$ cat config.mk
export PLATFORM = sky130hd
export DESIGN_NAME = instr_sequencer
export DESIGN_NICKNAME = d
export VERILOG_FILES = /design/src/rtl/simd_pkg.sv /design/src/rtl/instr_sequencer.sv
export SDC_FILE = /design/constraint.sdc
export NUM_CORES = 1
export LEC_CHECK = 0
export BUFFER_PORTS_ARGS = -buffer_cell sky130_fd_sc_hd__buf_2
export CAP_MARGIN = 10
export CELL_PAD_IN_SITES_DETAIL_PLACEMENT = 0
export CELL_PAD_IN_SITES_GLOBAL_PLACEMENT = 1
export CORE_UTILIZATION = 34
export CTS_BUF_LIST = sky130_fd_sc_hd__clkbuf_8 sky130_fd_sc_hd__clkbuf_16
export DETAILED_ROUTE_END_ITERATION = 8
export PLACE_DENSITY = 0.85
export SLEW_MARGIN = 10
export SYNTH_ARGS = -nofsm -noshare
export SYNTH_HDL_FRONTEND = slang
export SYNTH_SLANG_ARGS = --single-unit
$ cat constraint.sdc
create_clock -name CLK -period 1.9 [get_ports CLK]
set_input_delay 0.285 -clock CLK [delete_from_list [all_inputs] [get_ports CLK]]
set_output_delay 0.285 -clock CLK [all_outputs]
set_load 0.01 [all_outputs]
$ cat src/rtl/simd_pkg.sv
// rtl/simd_pkg.sv - shared opcode/state types and helpers for the SIMD instruction sequencer
//
// Purpose: opcode and sequencer-state enums, opcode field position, and the
//          opcode legality check used by instr_sequencer.
// Ports:   none (package).

package simd_pkg;

  localparam int OPCODE_LSB = 0;
  localparam int OPCODE_MSB = 2;

  typedef enum logic [2:0] {
    OP_LOADA   = 3'b010,
    OP_LOADB   = 3'b011,
    OP_MULTACC = 3'b100,
    OP_STORE   = 3'b101,
    OP_STOP    = 3'b110
  } opcode_e;

  typedef enum logic [1:0] {
    ST_IDLE  = 2'd0,
    ST_FETCH = 2'd1,
    ST_ISSUE = 2'd2,
    ST_FAULT = 2'd3
  } seq_state_e;

  // STOP counts as legal: it is a valid program terminator, just never issued.
  function automatic logic is_legal_opcode(input logic [2:0] i_op);
    case (i_op)
      OP_LOADA, OP_LOADB, OP_MULTACC, OP_STORE, OP_STOP: is_legal_opcode = 1'b1;
      default:                                          is_legal_opcode = 1'b0;
    endcase
  endfunction

endpackage

$ cat src/rtl/instr_sequencer.sv
// rtl/instr_sequencer.sv - fetches instructions from a store and issues them to a SIMD datapath
//
// Purpose: runs a program from START_ADDR on START, fetching one word per
//          FETCH cycle and holding it in ISSUE until the datapath accepts it.
//          Stops on a STOP opcode (DONE pulse); faults on an illegal opcode or
//          on running past the last store word without a STOP.
// Ports:
//   CLK          clock, rising edge
//   RST          asynchronous active-high reset
//   START        single-cycle run request (honoured in IDLE and FAULT)
//   PC_AXI       instruction store read address (the PC register)
//   INSTR_AXI    instruction word for PC_AXI, combinational
//   INSTR_OUT    instruction held for the datapath
//   INSTR_VALID  INSTR_OUT is valid (ISSUE only)
//   INSTR_READY  datapath accepts INSTR_OUT
//   BUSY         high in FETCH and ISSUE
//   DONE         one-cycle pulse after STOP is fetched
//   ERROR        sticky fault flag, cleared by START
//   INSTR_COUNT  instructions accepted since START, saturating

module instr_sequencer
  import simd_pkg::*;
#(
  parameter int N          = 512,
  parameter int START_ADDR = 0
) (
  input  logic                                 CLK,
  input  logic                                 RST,
  input  logic                                 START,
  output logic [((N > 1) ? $clog2(N) : 1)-1:0] PC_AXI,
  input  logic [31:0]                          INSTR_AXI,
  output logic [31:0]                          INSTR_OUT,
  output logic                                 INSTR_VALID,
  input  logic                                 INSTR_READY,
  output logic                                 BUSY,
  output logic                                 DONE,
  output logic                                 ERROR,
  output logic [15:0]                          INSTR_COUNT
);

  localparam int              PC_W     = (N > 1) ? $clog2(N) : 1;
  localparam logic [PC_W-1:0] PC_START = PC_W'(START_ADDR);
  localparam logic [PC_W-1:0] PC_LAST  = PC_W'(N - 1);

  seq_state_e      r_state;
  seq_state_e      w_state_nxt;
  logic [PC_W-1:0] r_pc;
  logic [31:0]     r_instr;
  logic [15:0]     r_count;
  logic            r_done;
  logic            r_error;

  logic [2:0]      w_opcode;
  logic            w_restart;
  logic            w_load_instr;
  logic            w_advance;
  logic            w_set_done;
  logic            w_set_error;

  assign w_opcode = INSTR_AXI[OPCODE_MSB:OPCODE_LSB];

  always_ff @(posedge CLK or posedge RST) begin
    if (RST) begin
      r_state <= ST_IDLE;
    end else begin
      r_state <= w_state_nxt;
    end
  end

  always_comb begin
    w_state_nxt  = r_state;
    w_restart    = 1'b0;
    w_load_instr = 1'b0;
    w_advance    = 1'b0;
    w_set_done   = 1'b0;
    w_set_error  = 1'b0;
    case (r_state)
      ST_IDLE, ST_FAULT: begin
        if (START) begin
          w_restart   = 1'b1;
          w_state_nxt = ST_FETCH;
        end
      end
      ST_FETCH: begin
        if (!is_legal_opcode(w_opcode)) begin
          w_set_error = 1'b1;
          w_state_nxt = ST_FAULT;
        end else if (w_opcode == OP_STOP) begin
          w_set_done  = 1'b1;
          w_state_nxt = ST_IDLE;
        end else begin
          w_load_instr = 1'b1;
          w_state_nxt  = ST_ISSUE;
        end
      end
      ST_ISSUE: begin
        if (INSTR_READY) begin
          w_advance = 1'b1;
          // Accepting the last store word without having seen STOP would
          // make the PC wrap into unrelated code, so treat it as a fault.
          if (r_pc == PC_LAST) begin
            w_set_error = 1'b1;
            w_state_nxt = ST_FAULT;
          end else begin
            w_state_nxt = ST_FETCH;
          end
        end
      end
      default: w_state_nxt = ST_IDLE;
    endcase
  end

  always_ff @(posedge CLK or posedge RST) begin
    if (RST) begin
      r_pc    <= PC_START;
      r_instr <= 32'd0;
      r_count <= 16'd0;
      r_done  <= 1'b0;
      r_error <= 1'b0;
    end else begin
      r_done <= w_set_done;
      if (w_restart) begin
        r_pc    <= PC_START;
        r_count <= 16'd0;
        r_error <= 1'b0;
      end
      if (w_load_instr) begin
        r_instr <= INSTR_AXI;
      end
      if (w_advance) begin
        r_pc <= r_pc + 1'b1;
        if (r_count != 16'hFFFF) begin
          r_count <= r_count + 16'd1;
        end
      end
      if (w_set_error) begin
        r_error <= 1'b1;
      end
    end
  end

  // Valid/busy decode straight from state so an async reset drops them at once.
  assign PC_AXI      = r_pc;
  assign INSTR_OUT   = r_instr;
  assign INSTR_VALID = (r_state == ST_ISSUE);
  assign BUSY        = (r_state == ST_FETCH) || (r_state == ST_ISSUE);
  assign DONE        = r_done;
  assign ERROR       = r_error;
  assign INSTR_COUNT = r_count;

endmodule

# --- Word-level counts from Yosys, hierarchy flattened ---
# Cells that the tools add are included.
totals:
  ff_bits: 61
  output_inout_bits: 61
classes:
  n_eq_ne: 12
  n_reduce_logical: 7
  mux: 29
  n_addsub: 2
ops:
  columns: ["cell", "count"]
  rows:
  - ["16-bit two-way mux", 3]
  - ["9-bit two-way mux", 2]
  - ["1-bit two-way mux", 17]
  - ["16-bit by 1-bit adder with 16-bit output (second input constant)", 1]
  - ["16-bit != test (second input constant)", 1]
  - ["2-bit two-way mux", 5]
  - ["9-bit by 1-bit adder with 9-bit output (second input constant)", 1]
  - ["3-bit equality test (second input constant)", 3]
  - ["9-bit equality test (second input constant)", 1]
  - ["3-bit by 2-bit equality test with 1-bit output (second input constant)", 2]
  - ["2-bit case mux with 3 select lines", 1]
  - ["5-bit OR reduction", 1]
  - ["2-bit equality test (second input constant)", 2]
  - ["2-bit nonzero test", 2]
  - ["2-bit by 1-bit equality test with 1-bit output (second input constant)", 1]
  - ["2-bit logical NOT", 1]
  - ["2-bit by 1-bit != test with 1-bit output (second input constant)", 1]
  - ["2-bit != test (second input constant)", 1]
  - ["1-bit case mux with 2 select lines", 1]
  - ["2-bit AND reduction", 1]
  - ["2-bit OR reduction", 1]
  - ["1-bit logical OR", 1]

# --- Longest topological paths before layout ---
# Gate-level depths: netlist (run 1).
logic_depth:
  word_depth: 7
  ltp_mapped: 8
  ltp_nobuf: 8

# --- Worst setup path before layout (run 1) ---
# OpenSTA, ideal clock, no wires.
synth_path:
  kind: "reg2reg"
  start: "reg r_count[0], in the netlist INSTR_COUNT[0]"
  end: "reg r_count[9], in the netlist INSTR_COUNT[9]"
  slack_ns: 0.123
  path_stages_with_launch: 8
  setup_time_ns: 0.124
  arrival_ns: 1.653
  path_cell_list: "dfrtp_1 -> ha_1 -> nand2_1 -> nor3_4 -> a21o_4 -> buf_12 -> nor3_1 -> a211o_1"
synth_between:
  elab_chain_cells: 3
synth_rtl:
  columns: ["item", "line", "rtl"]
  rows:
  - ["start: declaration", "instr_sequencer.sv:49", "logic [15:0] r_count;"]
  - ["start signal: assignment", "instr_sequencer.sv:133", "r_count <= r_count + 16'd1;"]
  - ["16-bit by 1-bit adder with 16-bit output / 16-bit != test (equally long branches)", "instr_sequencer.sv:133, instr_sequencer.sv:132", null]
  - ["16-bit two-way mux *", "instr_sequencer.sv:132", "if (r_count != 16'hFFFF) begin"]
  - ["16-bit two-way mux *", "instr_sequencer.sv:130", "if (w_advance) begin"]
# Mark *: on every way between the ends. The rest lies on a longest branch, timed or not.
# A chain may end at the register's enable or synchronous reset.

# --- Worst setup path in the final report (run 1) ---
layout_path:
  start: "reg r_pc[1], in the netlist PC_AXI[1]"
  end: "reg r_state[1]"
layout_between:
  elab_chain_cells: 4
layout_rtl:
  columns: ["item", "line", "rtl"]
  rows:
  - ["start: declaration", "instr_sequencer.sv:47", "logic [PC_W-1:0] r_pc;"]
  - ["start signal: assignment", "instr_sequencer.sv:131", "r_pc <= r_pc + 1'b1;"]
  - ["9-bit equality test", "instr_sequencer.sv:101", "if (r_pc == PC_LAST) begin"]
  - ["2-bit two-way mux", "instr_sequencer.sv:101", null]
  - ["2-bit two-way mux", "instr_sequencer.sv:97", "if (INSTR_READY) begin"]
  - ["2-bit case mux with 3 select lines", "instr_sequencer.sv:77", "case (r_state)"]
  - ["end signal: assignment", "instr_sequencer.sv:66", "r_state <= w_state_nxt;"]
  - ["end: declaration", "instr_sequencer.sv:45", "seq_state_e r_state;"]
# Every way passes these cells. The select of a mux whose other input is x is not followed.

==> flow_summary.ini, run 1 <==
[route]
viasPerCell = 5.03
route.vias.total = 2361
firstDrtPassIters = 4
routed.top_layer = met4
final_antenna_net_count = 0
wl_met2_mm = 2.80
dr.first_iter.drc_count = 61
wl_met1_mm = 2.97
wl_per_cell_um = 13.5
drc = 0
met3_length_um = 428
wl_mm = 6.34

[cts]
clock_path_buffers = 2
cts_tree = done
root_buffer = clkbuf_8
htreeDepth = 3
cts_resized = 0
clk_latency_ps = 340
cts_setup_buffers = 0
cts_hold_buffers = 0
clkTransAtPathRegs_ps = 80
clock_sinks = 61
cts_buffers = 9

[setup_path]
critPathSlowestCell = dfrtp_1
cp-end-kind = flip-flop
critical_path.cell_chain = ha_1, and3_1, and3_1, and3_1, ha_1, a22oi_1, o32ai_1
max_stage_delay_ps = 410
arrival_ps = 2010
cp_top_family = simple AND/OR/NAND/NOR gates
path_depth = 7
crit_type = flip-flop to flip-flop
crit_path_start_kind = flip-flop
r2r_setup_slack_ps = 100
worstPathMaxFanout = 4
cp_common_cell = and3_1
required_ps = 2110
r2r_cells = 7
cp_num_buf_inv = 0

[placement]
port_buffers = 96
routabilityCongestion = 0.805
dpl.cell_count = 454
dp_hpwl_mm = 4.57
dpl_cell_area_um2 = 3500

[run_status]
status = complete, no violations

[layout]
antenna_cells = 0
n_fill_cell = 745
area_growth_pct = 31.2
drive_gt1_share_pct = 44.7
stdcell_count = 469
nNetsFinal = 404
stdcell_area_um2 = 3700

[logic_synthesis]
ys.flop_type = dfrtp_1
synth.top_cell.area_share_pct = 54.1
synth_nets = 292
yosysWarnings = 0
yosys.area.top_type = dfrtp_1
synth_edf_count = 0
ys_types = 40
ys_seq_area_share_pct = 54.1
synth-seq-cells = 61
avgSynthCellArea_um2 = 11.2
syn_area_um2 = 2820
syn_inst = 251
synth-async-reset-ratio_pct = 100
synth_area_leaders = dfrtp_1, mux2_2, o21ai_0

[power_and_ir_drop]
p_comb_share_pct = 36.6
p_leak_nw = 1.91
p_clk_share_pct = 23.9
ir_drop_mv = 0.360
power.net_switching_w = 0.00161
p_per_area_nw_per_um2 = 1310
seq_power_share_pct = 39.4
p_sw_share_pct = 33.3
internal-power_w = 0.00322

[grt]
grt_max_degree = 62
overflow = 0
grt_pass1_vias = 2208
grt_pass1_wl_mm = 10.1
grt.total_usage_pct = 14.9
grt_antenna_before_repair = 0

[sta]
fin_setup_tns_ps = 0
skew_ps = 14.1
tightest_slew_ps = 317
fmax_mhz = 555
fin_crit_ps = 1800
finalSetupViolations = 0
grt_setup_unrepaired = false
post-route-period-util_pct = 94.9
hold_viol_final = 0
slew_viol_final = 0
maxSlewHeadroom_pct = 78.7

[floorplanning]
dieArea_um2 = 8670
rows = 32
coreArea_um2 = 7890
pin_count = 97
initial_core_util_pct = 35.8
die_h_um = 93.1
die_x_um = 93.1

[run]
cap_violations = 0

[hold_path]
min_path_type = primary input to asynchronous set/reset pin
per-stage QoR:
step	hold slack, ps	worst slack, ps	utilization (%)	total power [W]
after floorplan	355	102	-	0.00300
after global placement	375	146	44.4	0.00366
after detailed placement	376	98.6	44.4	0.00372
after CTS	6.48	82.4	46.9	0.00490
after global routing	46.1	1.54	46.9	0.00513
final	9.31	97.6	46.9	0.00483
power groups by stage:
stage	clock, W	combinational, W	sequential (W)
final	0.00116	0.00177	0.00190
after global routing	0.00123	0.00194	0.00196
after CTS	0.00120	0.00180	0.00191
after detailed placement	0	0.00179	0.00193
after global placement	0	0.00176	0.00191
after floorplan	0	0.000882	0.00212
routing by layer:
| metal | global-route usage, % | up-vias |
|---|---|---|
| met4 | 7.82 | 0 |
| met2 | 23.3 | 98 |
| met3 | 3.33 | 12 |
| met5 | 0 | - |
| li1 | - | 1139 |
| met1 | 19.3 | 1112 |
placed cells by master, fill, tap and decap left out, drive strengths merged, types with 2 or more instances in the layout:
cell type,count
a211o,5
a21o,4
a21oi,12
a22o,3
a31oi,4
and3,10
buf,108
clkbuf,11
clkinv,2
dfrtp,61
ha,5
inv,8
mux2,30
nand2,28
nand3,10
nand4,5
nor2,10
nor3,7
nor3b,3
o21ai,22
or3,3
xor2,3
path summary, 6_finish.rpt:
path,startpoint,to
max in group asynchronous,RST,INSTR_COUNT[14]
hold reg to reg,INSTR_OUT[26],INSTR_OUT[26]
hold / removal,RST,INSTR_OUT[25]
setup / recovery,PC_AXI[1],r_state[1]
setup reg to reg,PC_AXI[1],r_state[1]
min in group CLK,INSTR_AXI[0],DONE
worst register-to-register path: stages, from the launching register on:
cell     delay [ps]
dfrtp_1         410
ha_1            210
and3_1          200
and3_1          210
and3_1          180
ha_1            190
a22oi_1         190
o32ai_1         100
synthesized netlist by cell type (2+ instances only):
master and instances:
a211o_1 4, a21o_1 3, a21oi_1 11, a22o_1 3, a31oi_1 4, and3_1 9, buf_2 3, clkbuf_1 3
dfrtp_1 61, ha_1 5, inv_1 8, mux2_2 30, nand2_1 28, nand3_1 8, nand3_2 2, nand4_1 5
nor2_1 9, nor3_1 6, nor3b_1 3, o21ai_0 22, or3_1 3, xor2_1 3
kinds of logic (layout without fill, tap and decap cells):
kind of cell	Yosys count	in the layout	share of synthesized area, %
xor+xnor	4	4	1.24
mux	30	30	12.0
buf+inv	15	131	2.70
flops	61	61	54.1
fa+ha+maj	5	5	2.22
compound gates	57	57	13.1
simple gates	79	79	14.6
cell type report:
| cell class | count | area (µm²) | area share [%] |
|---|---|---|---|
| clock buffers | 11 | 151 | 4.09 |
| clock inverters | 4 | 47.5 | 1.28 |
| inverters | 8 | 30.0 | 0.811 |
| multi-input cells | 175 | 1220 | 33.1 |
| flip-flops and latches | 61 | 1530 | 41.2 |
| well taps | 102 | 128 | 3.45 |
| repair buffers | 108 | 596 | 16.1 |
sequential cells by signal (all words and copies together) (netlist names):
name         flops
PC_AXI           9
r_state          2
ERROR            1
DONE             1
INSTR_OUT       32
INSTR_COUNT     16
Note: power is estimated with default switching activity, not from simulation.
==> inputs of run 2 (changes only) <==
--- a/config.mk
+++ b/config.mk
@@ -9,10 +9,11 @@
 export CAP_MARGIN = 10
 export CELL_PAD_IN_SITES_DETAIL_PLACEMENT = 0
 export CELL_PAD_IN_SITES_GLOBAL_PLACEMENT = 1
-export CORE_UTILIZATION = 34
+export CORE_UTILIZATION = 41
 export CTS_BUF_LIST = sky130_fd_sc_hd__clkbuf_8 sky130_fd_sc_hd__clkbuf_16
+export CTS_CLUSTER_SIZE = 30
 export DETAILED_ROUTE_END_ITERATION = 8
-export PLACE_DENSITY = 0.85
+export PLACE_DENSITY = 0.95
 export SLEW_MARGIN = 10
 export SYNTH_ARGS = -nofsm -noshare
 export SYNTH_HDL_FRONTEND = slang
==> constraint.sdc (replaced) <==
create_clock -name CLK -period 2.15 [get_ports CLK]
set_input_delay 0.3225 -clock CLK [delete_from_list [all_inputs] [get_ports CLK]]
set_output_delay 0.3225 -clock CLK [all_outputs]
set_load 0.01 [all_outputs]
==> run 2 against run 1 <==
Effect of this change: the run now ends with design-rule violations left; combinational power down 14%; die area down 17%; clock skew down 8.5 ps; clock power about the same; flip-flop and latch count unchanged; via count down 3.6%; cell area down 2.0%; final cell count down 6.6%; worst setup slack better by 160 ps; sequential power down 11%; largest power group unchanged; highest routed layer unchanged.
==> flow_summary.ini, run 2 (synthesis gave the netlist of run 1 again) <==
[sta]
fin_setup_tns_ps = 0
fin_hold_ws_ps = 81.7
hold_viol_final = 0
maxSlewHeadroom_pct = 57.3
fin_ws_ps = 259
fin_crit_ps = 1890
skew_ps = 5.62
grt_setup_unrepaired = false
post-route-period-util_pct = 87.9
finalSetupViolations = 0
fmax_mhz = 529
tightest_slew_ps = 639
slew_viol_final = 0

[cts]
clock_sinks = 61
cts_hold_buffers = 0
clk_latency_ps = 330
clkTransAtPathRegs_ps = 70
clock_path_buffers = 2
cts_buffers = 9
cts_resized = 0
htreeDepth = 3
cts_tree = done
root_buffer = clkbuf_8
cts_setup_buffers = 0

[layout]
seq_area_um2 = 1530
final_common_cell = buf_2
drive_gt1_share_pct = 42.9
nNetsFinal = 397
area_growth_pct = 28.6
final_cell_mix = buf_2, dfrtp_1, mux2_2
antenna_cells = 0
largest_reg_flops = 32
stdcell_area_um2 = 3630
multi_input_area_um2 = 1220
finish.utilization_pct = 55.8
n_fill_cell = 559

[route]
viasPerCell = 5.20
firstDrtPassIters = 6
dr.first_iter.drc_count = 96
drc = 16
wl_per_cell_um = 14.1
route.vias.total = 2277
wl_mm = 6.19
final_antenna_net_count = 0

[grt]
grt.total_usage_pct = 17.8
grt_pass1_wl_mm = 9.99
overflow = 0
grt_pass1_vias = 2025
grt_antenna_before_repair = 0
grt_max_degree = 33

[setup_path]
arrival_ps = 2100
crit_type = flip-flop to flip-flop
crit_path_start_kind = flip-flop
worstPathMaxFanout = 9
r2r_setup_slack_ps = 260
cp-end-kind = flip-flop
required_ps = 2360

[run_status]
status = finished with violations
violations = design-rule violations

[floorplanning]
initial_core_util_pct = 43.4
dieArea_um2 = 7220
die_x_um = 85.0
die_h_um = 85.0
pin_count = 97
coreArea_um2 = 6490
rows = 29

[placement]
routabilityCongestion = 0.778
port_buffers = 96
dp_hpwl_mm = 4.46
dpl_cell_area_um2 = 3400
place_ws_ps = 259

[power_and_ir_drop]
ir_drop_mv = 0.411
p_per_area_nw_per_um2 = 1200
p_leak_nw = 1.89

[hold_path]
min_path_type = primary input to asynchronous set/reset pin

[run]
cap_violations = 0
run 2: worst paths after layout:
| kind | start | to | cells after the start |
|---|---|---|---|
| hold / removal | RST | INSTR_OUT[29] | 2 |
| hold reg to reg | INSTR_OUT[21] | INSTR_OUT[21] | 1 |
| max in group asynchronous | RST | INSTR_COUNT[8] | 3 |
| setup reg to reg | INSTR_COUNT[0] | INSTR_COUNT[9] | 6 |
| setup / recovery | INSTR_COUNT[0] | INSTR_COUNT[9] | 6 |
| min in group CLK | INSTR_AXI[0] | DONE | 2 |
run 2: power breakdown:
| part | leakage (nW) | switching, W | internal (W) | total (W) |
|---|---|---|---|---|
| clock network | 0.121 | 0.000423 | 0.000708 | 0.00113 |
| registers | 0.775 | 0.000189 | 0.00151 | 0.00170 |
| logic | 0.992 | 0.000796 | 0.000720 | 0.00152 |
| total | 1.89 | 0.00141 | 0.00294 | 0.00435 |
run 2: per-stage QoR:
step,power (W),cells
floorplan,0.00265,251
global placement,0.00319,422
detailed placement,0.00325,422
CTS,0.00439,438
global route,0.00463,438
finish,0.00435,438
run 2: cell type report:
| class | instances | share of cell area [%] |
|---|---|---|
| multi-input combinational | 175 | 33.6 |
| clock inverter | 5 | 2.04 |
| clock buffer | 11 | 4.17 |
| inverter | 8 | 0.828 |
| tap | 77 | 2.66 |
| timing repair buffer | 101 | 14.6 |
| sequential | 61 | 42.1 |
run 2: worst max-delay path, cell delays in order (launching register included):
cell and delay [ps]:
dfrtp_1 420, ha_1 220, nand2_1 120, nor3_4 380
a21oi_4 170, and3_1 200, a211o_1 260
run 2: routing by layer:
metal | track usage, % | share of wire [%] | vias to the layer above
met5 | 0 | 0 | -
met4 | 6.47 | 0.52 | 0
met3 | 5.06 | 6.3 | 4
met2 | 28.4 | 46 | 90
met1 | 23.1 | 47 | 1060
li1 | - | - | 1123
